### src/rtl/dram_ctrl_pkg.sv
// Types and helpers shared by the DRAM traffic generator and dram_ctrl:
// address modes, generator FSM states, field widths and LFSR tap masks.
package dram_ctrl_pkg;

    typedef enum logic [1:0] {
        TG_SEQ  = 2'd0,
        TG_RAND = 2'd1,
        TG_BANK = 2'd2
    } tg_mode_e;

    typedef enum logic [2:0] {
        TG_IDLE  = 3'd0,
        TG_WRITE = 3'd1,
        TG_READ  = 3'd2,
        TG_DRAIN = 3'd3,
        TG_DONE  = 3'd4
    } tg_state_e;

    function automatic int field_width(input int n);
        return (n > 32'sd1) ? $clog2(n) : 32'sd1;
    endfunction

    // Fibonacci feedback masks (bit k set = stage k+1 tapped), maximal length
    function automatic logic [31:0] lfsr_taps(input int w);
        case (w)
            32'sd3:  return 32'h0000_0006;
            32'sd4:  return 32'h0000_000C;
            32'sd5:  return 32'h0000_0014;
            32'sd6:  return 32'h0000_0030;
            32'sd7:  return 32'h0000_0060;
            32'sd8:  return 32'h0000_00B8;
            32'sd9:  return 32'h0000_0110;
            32'sd10: return 32'h0000_0240;
            32'sd11: return 32'h0000_0500;
            32'sd12: return 32'h0000_0829;
            32'sd13: return 32'h0000_100D;
            32'sd14: return 32'h0000_2015;
            32'sd15: return 32'h0000_6000;
            32'sd16: return 32'h0000_D008;
            32'sd17: return 32'h0001_2000;
            32'sd18: return 32'h0002_0400;
            32'sd19: return 32'h0004_0023;
            32'sd20: return 32'h0009_0000;
            default: return 32'h0000_100D;
        endcase
    endfunction

    function automatic tg_mode_e decode_mode(input logic [1:0] m);
        case (m)
            2'd1:    return TG_RAND;
            2'd2:    return TG_BANK;
            default: return TG_SEQ;
        endcase
    endfunction

endpackage

### src/rtl/tg_addr_gen.sv
// Address sequencer for the traffic generator: sequential, LFSR or
// single-bank stride. Exposes both the current address and its next value.
module tg_addr_gen
    import dram_ctrl_pkg::*;
#(
    parameter int BANK_W    = 3,
    parameter int ROW_W     = 7,
    parameter int COL_W     = 3,
    parameter int LFSR_SEED = 1,
    localparam int ADDR_W   = BANK_W + ROW_W + COL_W
) (
    input  logic              clk,
    input  logic              rst,
    input  tg_mode_e          i_mode,
    input  logic [BANK_W-1:0] i_bank_sel,
    input  logic              i_load,
    input  logic              i_advance,
    output logic [ADDR_W-1:0] o_addr,
    output logic [ADDR_W-1:0] o_addr_d
);

    localparam int RC_W = ROW_W + COL_W;
    localparam logic [ADDR_W-1:0] TAP_MASK = ADDR_W'(lfsr_taps(ADDR_W));

    logic [ADDR_W-1:0] r_addr;
    logic [ADDR_W-1:0] w_start;
    logic [ADDR_W-1:0] w_step;

    // start value and successor for the active mode
    always_comb begin
        w_start = {ADDR_W{1'b0}};
        w_step  = r_addr;
        case (i_mode)
            TG_RAND: begin
                w_start = ADDR_W'(LFSR_SEED);
                w_step  = {r_addr[ADDR_W-2:0], ^(r_addr & TAP_MASK)};
            end
            TG_BANK: begin
                w_start = {i_bank_sel, {RC_W{1'b0}}};
                w_step  = {i_bank_sel, r_addr[RC_W-1:0] + RC_W'(1'b1)};
            end
            default: begin
                w_start = {ADDR_W{1'b0}};
                w_step  = r_addr + ADDR_W'(1'b1);
            end
        endcase
    end

    // load takes priority over advance
    always_comb begin
        if (i_load) begin
            o_addr_d = w_start;
        end else if (i_advance) begin
            o_addr_d = w_step;
        end else begin
            o_addr_d = r_addr;
        end
    end

    // address register
    always_ff @(posedge clk) begin
        if (rst) begin
            r_addr <= {ADDR_W{1'b0}};
        end else begin
            r_addr <= o_addr_d;
        end
    end

    assign o_addr = r_addr;

endmodule

### src/rtl/dram_traffic_gen.sv
// Write-then-read-back traffic engine for dram_ctrl; checks every read
// response against an address-derived pattern and reports pass/fail.
module dram_traffic_gen
    import dram_ctrl_pkg::*;
#(
    parameter int                    L2_REQ_WIDTH    = 20,
    parameter int                    DATA_WIDTH      = 8,
    parameter int                    NUM_OF_BANKS    = 8,
    parameter int                    NUM_OF_ROWS     = 128,
    parameter int                    NUM_OF_COLS     = 8,
    parameter int                    MAX_REQS        = 1024,
    parameter int                    MAX_OUTSTANDING = 4,
    parameter logic [DATA_WIDTH-1:0] PATTERN_XOR     = 8'hA5,
    parameter int                    LFSR_SEED       = 1
) (
    input  logic                               clk,
    input  logic                               rst,
    input  logic                               start,
    input  logic [1:0]                         mode,
    input  logic [$clog2(MAX_REQS+1)-1:0]      num_reqs,
    input  logic [$clog2(NUM_OF_BANKS)-1:0]    bank_sel,
    output logic                               l2_req_valid,
    input  logic                               l2_req_ready,
    output logic                               l2_rw_req,
    output logic [L2_REQ_WIDTH-1:0]            l2_req_instr,
    output logic [DATA_WIDTH-1:0]              l2_req_data,
    input  logic                               l2_rsp_valid,
    input  logic [DATA_WIDTH-1:0]              l2_rsp_data,
    output logic                               busy,
    output logic                               done,
    output logic                               pass,
    output logic [15:0]                        err_count,
    output logic [L2_REQ_WIDTH-1:0]            first_err_addr
);

    localparam int BANK_W = field_width(NUM_OF_BANKS);
    localparam int ROW_W  = field_width(NUM_OF_ROWS);
    localparam int COL_W  = field_width(NUM_OF_COLS);
    localparam int ADDR_W = BANK_W + ROW_W + COL_W;
    localparam int NREQ_W = $clog2(MAX_REQS + 1);
    localparam int OUT_W  = $clog2(MAX_OUTSTANDING + 1);
    localparam logic [OUT_W-1:0] OUT_MAX = OUT_W'(MAX_OUTSTANDING);

    tg_state_e               r_state, w_state_nxt;
    tg_mode_e                r_mode, w_mode_in, w_gen_mode;
    logic [BANK_W-1:0]       r_bank_sel, w_gen_bank;
    logic [NREQ_W-1:0]       r_num, r_cnt;
    logic                    r_valid, r_rw;
    logic [L2_REQ_WIDTH-1:0] r_instr, r_first, w_first_nxt;
    logic [DATA_WIDTH-1:0]   r_data;
    logic [OUT_W-1:0]        r_out, w_out_nxt;
    logic [15:0]             r_err, w_err_nxt;
    logic                    r_busy, r_done, r_pass;

    logic                    w_start_ok, w_hs, w_last, w_rd_hs, w_rsp_ok;
    logic                    w_mis, w_spur;
    logic                    w_req_load, w_req_adv, w_rsp_load;
    logic [ADDR_W-1:0]       w_req_addr, w_req_addr_d, w_rsp_addr, w_rsp_addr_d;
    logic [L2_REQ_WIDTH-1:0] w_req_instr_d;
    logic [DATA_WIDTH-1:0]   w_wr_data_d, w_exp;

    assign w_start_ok    = start && ((r_state == TG_IDLE) || (r_state == TG_DONE));
    assign w_mode_in     = decode_mode(mode);
    assign w_gen_mode    = w_start_ok ? w_mode_in : r_mode;
    assign w_gen_bank    = w_start_ok ? bank_sel : r_bank_sel;
    assign w_hs          = r_valid && l2_req_ready;
    assign w_last        = (r_cnt == (r_num - NREQ_W'(1'b1)));
    assign w_rd_hs       = w_hs && (r_state == TG_READ);
    assign w_rsp_ok      = l2_rsp_valid && (r_out != {OUT_W{1'b0}}) &&
                           ((r_state == TG_READ) || (r_state == TG_DRAIN));
    assign w_out_nxt     = r_out + OUT_W'(w_rd_hs) - OUT_W'(w_rsp_ok);
    assign w_req_instr_d = L2_REQ_WIDTH'(w_req_addr_d);
    assign w_wr_data_d   = w_req_addr_d[DATA_WIDTH-1:0] ^ PATTERN_XOR;
    assign w_exp         = w_rsp_addr[DATA_WIDTH-1:0] ^ PATTERN_XOR;
    assign w_mis         = w_rsp_ok && (l2_rsp_data != w_exp);
    assign w_spur        = l2_rsp_valid && !w_rsp_ok;

    tg_addr_gen #(
        .BANK_W(BANK_W), .ROW_W(ROW_W), .COL_W(COL_W), .LFSR_SEED(LFSR_SEED)
    ) u_req_gen (
        .clk(clk), .rst(rst), .i_mode(w_gen_mode), .i_bank_sel(w_gen_bank),
        .i_load(w_req_load), .i_advance(w_req_adv),
        .o_addr(w_req_addr), .o_addr_d(w_req_addr_d)
    );

    tg_addr_gen #(
        .BANK_W(BANK_W), .ROW_W(ROW_W), .COL_W(COL_W), .LFSR_SEED(LFSR_SEED)
    ) u_rsp_gen (
        .clk(clk), .rst(rst), .i_mode(w_gen_mode), .i_bank_sel(w_gen_bank),
        .i_load(w_rsp_load), .i_advance(w_rsp_ok),
        .o_addr(w_rsp_addr), .o_addr_d(w_rsp_addr_d)
    );

    // next-state and address-generator control
    always_comb begin
        w_state_nxt = r_state;
        w_req_load  = 1'b0;
        w_req_adv   = 1'b0;
        w_rsp_load  = 1'b0;
        case (r_state)
            TG_IDLE, TG_DONE: begin
                if (w_start_ok) begin
                    w_state_nxt = (num_reqs == {NREQ_W{1'b0}}) ? TG_DONE : TG_WRITE;
                    w_req_load  = 1'b1;
                    w_rsp_load  = 1'b1;
                end else begin
                    w_state_nxt = r_state;
                end
            end
            TG_WRITE: begin
                if (w_hs && w_last) begin
                    w_state_nxt = TG_READ;
                    w_req_load  = 1'b1;
                    w_rsp_load  = 1'b1;
                end else begin
                    w_req_adv   = w_hs;
                end
            end
            TG_READ: begin
                if (w_hs && w_last) begin
                    w_state_nxt = TG_DRAIN;
                end else begin
                    w_req_adv   = w_hs;
                end
            end
            TG_DRAIN: begin
                if (r_out == {OUT_W{1'b0}}) begin
                    w_state_nxt = TG_DONE;
                end else begin
                    w_state_nxt = TG_DRAIN;
                end
            end
            default: w_state_nxt = TG_IDLE;
        endcase
    end

    // error counter and first-failure capture
    always_comb begin
        w_err_nxt   = r_err;
        w_first_nxt = r_first;
        if (w_start_ok) begin
            w_err_nxt   = 16'h0000;
            w_first_nxt = {L2_REQ_WIDTH{1'b0}};
        end else if ((w_mis || w_spur) && (r_err != 16'hFFFF)) begin
            w_err_nxt = r_err + 16'h0001;
            if (w_mis && (r_err == 16'h0000)) begin
                w_first_nxt = L2_REQ_WIDTH'(w_rsp_addr);
            end else begin
                w_first_nxt = r_first;
            end
        end else begin
            w_err_nxt   = r_err;
            w_first_nxt = r_first;
        end
    end

    // FSM, request register and outstanding-read tracking
    always_ff @(posedge clk) begin
        if (rst) begin
            r_state    <= TG_IDLE;
            r_mode     <= TG_SEQ;
            r_bank_sel <= {BANK_W{1'b0}};
            r_num      <= {NREQ_W{1'b0}};
            r_cnt      <= {NREQ_W{1'b0}};
            r_valid    <= 1'b0;
            r_rw       <= 1'b0;
            r_instr    <= {L2_REQ_WIDTH{1'b0}};
            r_data     <= {DATA_WIDTH{1'b0}};
            r_out      <= {OUT_W{1'b0}};
        end else begin
            r_state <= w_state_nxt;
            r_out   <= w_out_nxt;
            if (w_start_ok) begin
                r_mode     <= w_mode_in;
                r_bank_sel <= bank_sel;
                r_num      <= num_reqs;
                r_cnt      <= {NREQ_W{1'b0}};
                r_valid    <= (num_reqs != {NREQ_W{1'b0}});
                r_rw       <= (num_reqs != {NREQ_W{1'b0}});
                r_instr    <= (num_reqs != {NREQ_W{1'b0}}) ? w_req_instr_d : {L2_REQ_WIDTH{1'b0}};
                r_data     <= (num_reqs != {NREQ_W{1'b0}}) ? w_wr_data_d : {DATA_WIDTH{1'b0}};
            end else if ((r_state == TG_WRITE) && w_hs) begin
                // last write hands straight over to the first read
                r_instr <= w_req_instr_d;
                r_cnt   <= w_last ? {NREQ_W{1'b0}} : (r_cnt + NREQ_W'(1'b1));
                r_rw    <= !w_last;
                r_data  <= w_last ? {DATA_WIDTH{1'b0}} : w_wr_data_d;
            end else if (r_state == TG_READ) begin
                if (w_hs) begin
                    r_cnt   <= r_cnt + NREQ_W'(1'b1);
                    r_instr <= w_req_instr_d;
                    r_valid <= !w_last && (w_out_nxt != OUT_MAX);
                end else if (!r_valid) begin
                    r_valid <= (w_out_nxt != OUT_MAX);
                end
            end
        end
    end

    // status outputs
    always_ff @(posedge clk) begin
        if (rst) begin
            r_err   <= 16'h0000;
            r_first <= {L2_REQ_WIDTH{1'b0}};
            r_busy  <= 1'b0;
            r_done  <= 1'b0;
            r_pass  <= 1'b0;
        end else begin
            r_err   <= w_err_nxt;
            r_first <= w_first_nxt;
            r_busy  <= (w_state_nxt == TG_WRITE) || (w_state_nxt == TG_READ) ||
                       (w_state_nxt == TG_DRAIN);
            r_done  <= (w_state_nxt == TG_DONE);
            r_pass  <= (w_state_nxt == TG_DONE) && (w_err_nxt == 16'h0000);
        end
    end

    assign l2_req_valid   = r_valid;
    assign l2_rw_req      = r_rw;
    assign l2_req_instr   = r_instr;
    assign l2_req_data    = r_data;
    assign busy           = r_busy;
    assign done           = r_done;
    assign pass           = r_pass;
    assign err_count      = r_err;
    assign first_err_addr = r_first;

endmodule
### config.mk
export PLATFORM = sky130hd
export DESIGN_NAME = dram_traffic_gen
export DESIGN_NICKNAME = d
export VERILOG_FILES = /design/src/rtl/dram_ctrl_pkg.sv /design/src/rtl/tg_addr_gen.sv /design/src/rtl/dram_traffic_gen.sv
export SDC_FILE = /design/constraint.sdc
export NUM_CORES = 1
export LEC_CHECK = 0
export CAP_MARGIN = 0
export CORE_MARGIN = 3
export CORE_UTILIZATION = 54
export CTS_CLUSTER_SIZE = 30
export DETAILED_ROUTE_END_ITERATION = 8
export PLACE_DENSITY = 0.8
export SYNTH_ARGS = -nofsm -noshare
export SYNTH_HDL_FRONTEND = slang
export SYNTH_SLANG_ARGS = --single-unit
### constraint.sdc
create_clock -name clk -period 3.9 [get_ports clk]
set_input_delay 0.585 -clock clk [delete_from_list [all_inputs] [get_ports clk]]
set_output_delay 0.585 -clock clk [all_outputs]
set_load 0.02 [all_outputs]
==> key figures <==
Run status
  – Status: complete, no violations

Synthesis
  – Yosys warns: 0
  – Register area share after synthesis: 37.2%
  – Post-synth EDFFs: 0
  – Leading area contributor after synthesis: dfxtp_1
  – Most common library cells after synthesis: dfxtp_1 (114), nor2_1 (103), nand2_1 (71)
  – Largest cells by area after synthesis: dfxtp_1 (37%), nor2_1 (6.3%), nand2_1 (4.3%)
  – Synth async-reset ratio: 0%
  – Mapped Cells: 743
  – Distinct cells, synth: 79
  – Share of the synthesized area in the top cell type: 37.2%
  – Mapped Area: 0.00613 mm²
  – Top-count cell post-synth: dfxtp_1
  – Synthesized area per cell: 8.25 µm²
  – Synthesized flop and latch total: 114
  – Synth Flop Type: dfxtp_1

Clock network
  – Resize count post-CTS: 0
  – CTS max path bufs: 2
  – Post-CTS setup buffers: 0
  – H-tree depth: 4
  – CTS Buf Count: 17
  – Clock Latency Late Sink: 0.42 ns
  – Total clock sinks: 114
  – Clock root buffer: clkbuf_16
  – Cts hold-fix bufs: 0
  – Clk pin slew, worst setup/hold paths: 0.05 ns
  – CTS tree: built

Placement
  – Placed Instances: 937
  – GP Congestion: 0.919
  – Post-DP HPWL: 11400 µm
  – IO Port Bufs: 83

Drt
  – Via density: 5.88
  – Post-route ant nets: 0
  – 1st-iter DRT viols: 301
  – WL per Instance: 16.5 µm
  – Drt first pass iters: 5
  – Routed via count: 5689
  – Drt total wl: 15900 µm
  – DRC viols: 0

Timing
  – Fin crit share: 86.0%
  – Final setup viols: 0
  – Fin. max-slew vios: 0
  – RSZ-0062 raised after global routing: false
  – Final Critical Period: 3.35 ns
  – Worst rel slew slack: 25.6%
  – Worst-margin pin slew: 1.11 ns
  – Max Freq: 298 MHz
  – Worst Clk Skew: 0.00753 ns
  – Total negative slack: 0 ns
  – Final Hold Vio Count: 0

Setup path
  – Critical path class: reg2reg
  – Crit path launch type: flop
  – Crit path DAT: 3.69 ns
  – Buf/Inv on CP: 1
  – CP top delay family: simple AND/OR/NAND/NOR gates
  – Crit Path Max Fanout: 16
  – Worst Setup End Kind: flop
  – Crit path largest cell delay: 0.83 ns
  – CP cell instances: nor3_1 -> a21oi_1 -> o2111a_1 -> o2111ai_1 -> nor3_1 -> buf_4 -> nor2_1 -> nand2_1 -> o21ai_0
  – CP most frequent cell: nor3_1
  – WP data required: 4.23 ns
  – Worst path slowest cell: nor2_1

Cells and area
  – Filler Cell Count: 897
  – Core Util, Final: 68.7%
  – Area growth from synthesis to layout: 23.1%
  – Non-filler cells, final: 968
  – Nets: 859
  – Share of cells above drive strength 1: 7.49%
  – Diodes inserted: 0

Global route
  – Vias in the first global route: 5537
  – Initial antenna violation count: 0
  – Global Route Usage Sum: 25.8%
  – First-pass GRT wire length: 26800 µm
  – Largest net degree at the start of global routing: 31
  – Grt ovf: 0

Pwr
  – Worst ir drop on vdd: 0.000442 V
  – Power Density: 416 mW/mm²
  – Pleak: 2.69 nW

Hold path
  – Worst min path class: reg2reg

Floorplanning
  – # rows: 38
  – Initial Util: 55.8%
  – Core area: 0.0110 mm²
  – Die X: 113 µm
  – Ports: 98
  – Die Y: 113 µm
  – Total die area: 0.0127 mm²

Flow run
  – Max-cap check violation count: 0
## report_power, final
group          total, mW  internal, mW  switching, mW
sequential          1.23          1.20         0.0350
combinational      0.331         0.135          0.195
clock               1.58          1.04          0.532
## per-stage QoR
step	power, mW	hold slack [ns]	setup slack [ns]	area, µm²
finish	3.14	0.442	0.546	7550
global route	3.25	0.485	0.257	7550
CTS	3.16	0.450	0.554	7550
detailed placement	1.58	0.442	0.343	6940
global placement	1.57	0.435	0.471	6940
floorplan	1.47	0.448	0.961	6180
## registers in the layout (all words and copies together), names as in the netlist, 2 cells and up
name	count
r_state	3
u_rsp_gen.o_addr	13
r_cnt	11
r_mode	2
l2_req_instr	13
r_bank_sel	3
r_out	3
r_num	11
l2_req_data	8
first_err_addr	13
u_req_gen.o_addr	13
err_count	16
## per-layer routing
metal / GRT usage (%) / part of all wire, % / vias to the layer above / wire [µm]
met4: 9.13 / 2.3 / 0 / 368
li1: - / - / 2754 / -
met2: 42.5 / 48 / 177 / 7680
met3: 7.49 / 5.7 / 27 / 913
met1: 32.3 / 44 / 2731 / 6960
met5: 0 / 0 / - / 0
## logic make-up after synthesis
group	Yosys count	share of synthesized area (%)
AOI/OAI and AO/OA	160	16.7
buffers and inverters	71	6.43
DFF	114	37.2
adders and majority gates	15	3.14
other	1	0.0612
xor gates and xnor gates	52	7.43
and+or+nand+nor	312	26.0
muxes	18	2.96
## final cells by class
class / count / area (µm²) / area share, %
timing repair buffer: 95 / 921 / 12.2
inverter: 17 / 63.8 / 0.846
clock inverter: 10 / 133 / 1.76
multi-input combinational: 571 / 3500 / 46.4
clock buffer: 21 / 470 / 6.23
sequential: 114 / 2280 / 30.2
tap: 140 / 175 / 2.32
## path summary, 6_finish.rpt
check,startpoint,endpoint,slack (ns),cells after the start
setup / recovery,r_num[6]$_SDFFE_PP0P_,l2_req_instr[9]$_SDFFE_PP0P_,0.55,9
hold / removal,l2_rw_req$_SDFFE_PP0P_,l2_rw_req$_SDFFE_PP0P_,0.44,2
setup reg to reg,r_num[6]$_SDFFE_PP0P_,l2_req_instr[9]$_SDFFE_PP0P_,0.55,9
hold reg to reg,l2_rw_req$_SDFFE_PP0P_,l2_rw_req$_SDFFE_PP0P_,0.44,2
## worst register-to-register path, delay by kind of cell (launching register included)
family | cells | cell delay [ns]
buf+inv | 1 | 0.17
compound gates | 4 | 1.00
flops | 1 | 0.36
simple gates | 4 | 1.73
## layout by cell type (no fill, tap or decap), types with 21 or more instances in the layout
| cell type | netlist | final |
|---|---|---|
| dfxtp_1 | 114 | 114 |
| xor2_1 | 22 | 22 |
| nor2_1 | 103 | 103 |
| a21oi_1 | 50 | 50 |
| clkdlybuf4s50_1 | 0 | 83 |
| o21ai_0 | 36 | 36 |
| nand3_1 | 26 | 26 |
| nor3_1 | 21 | 21 |
| xnor2_1 | 30 | 30 |
| nand2_1 | 71 | 71 |
No activity file was read; power rests on OpenSTA's default activity.
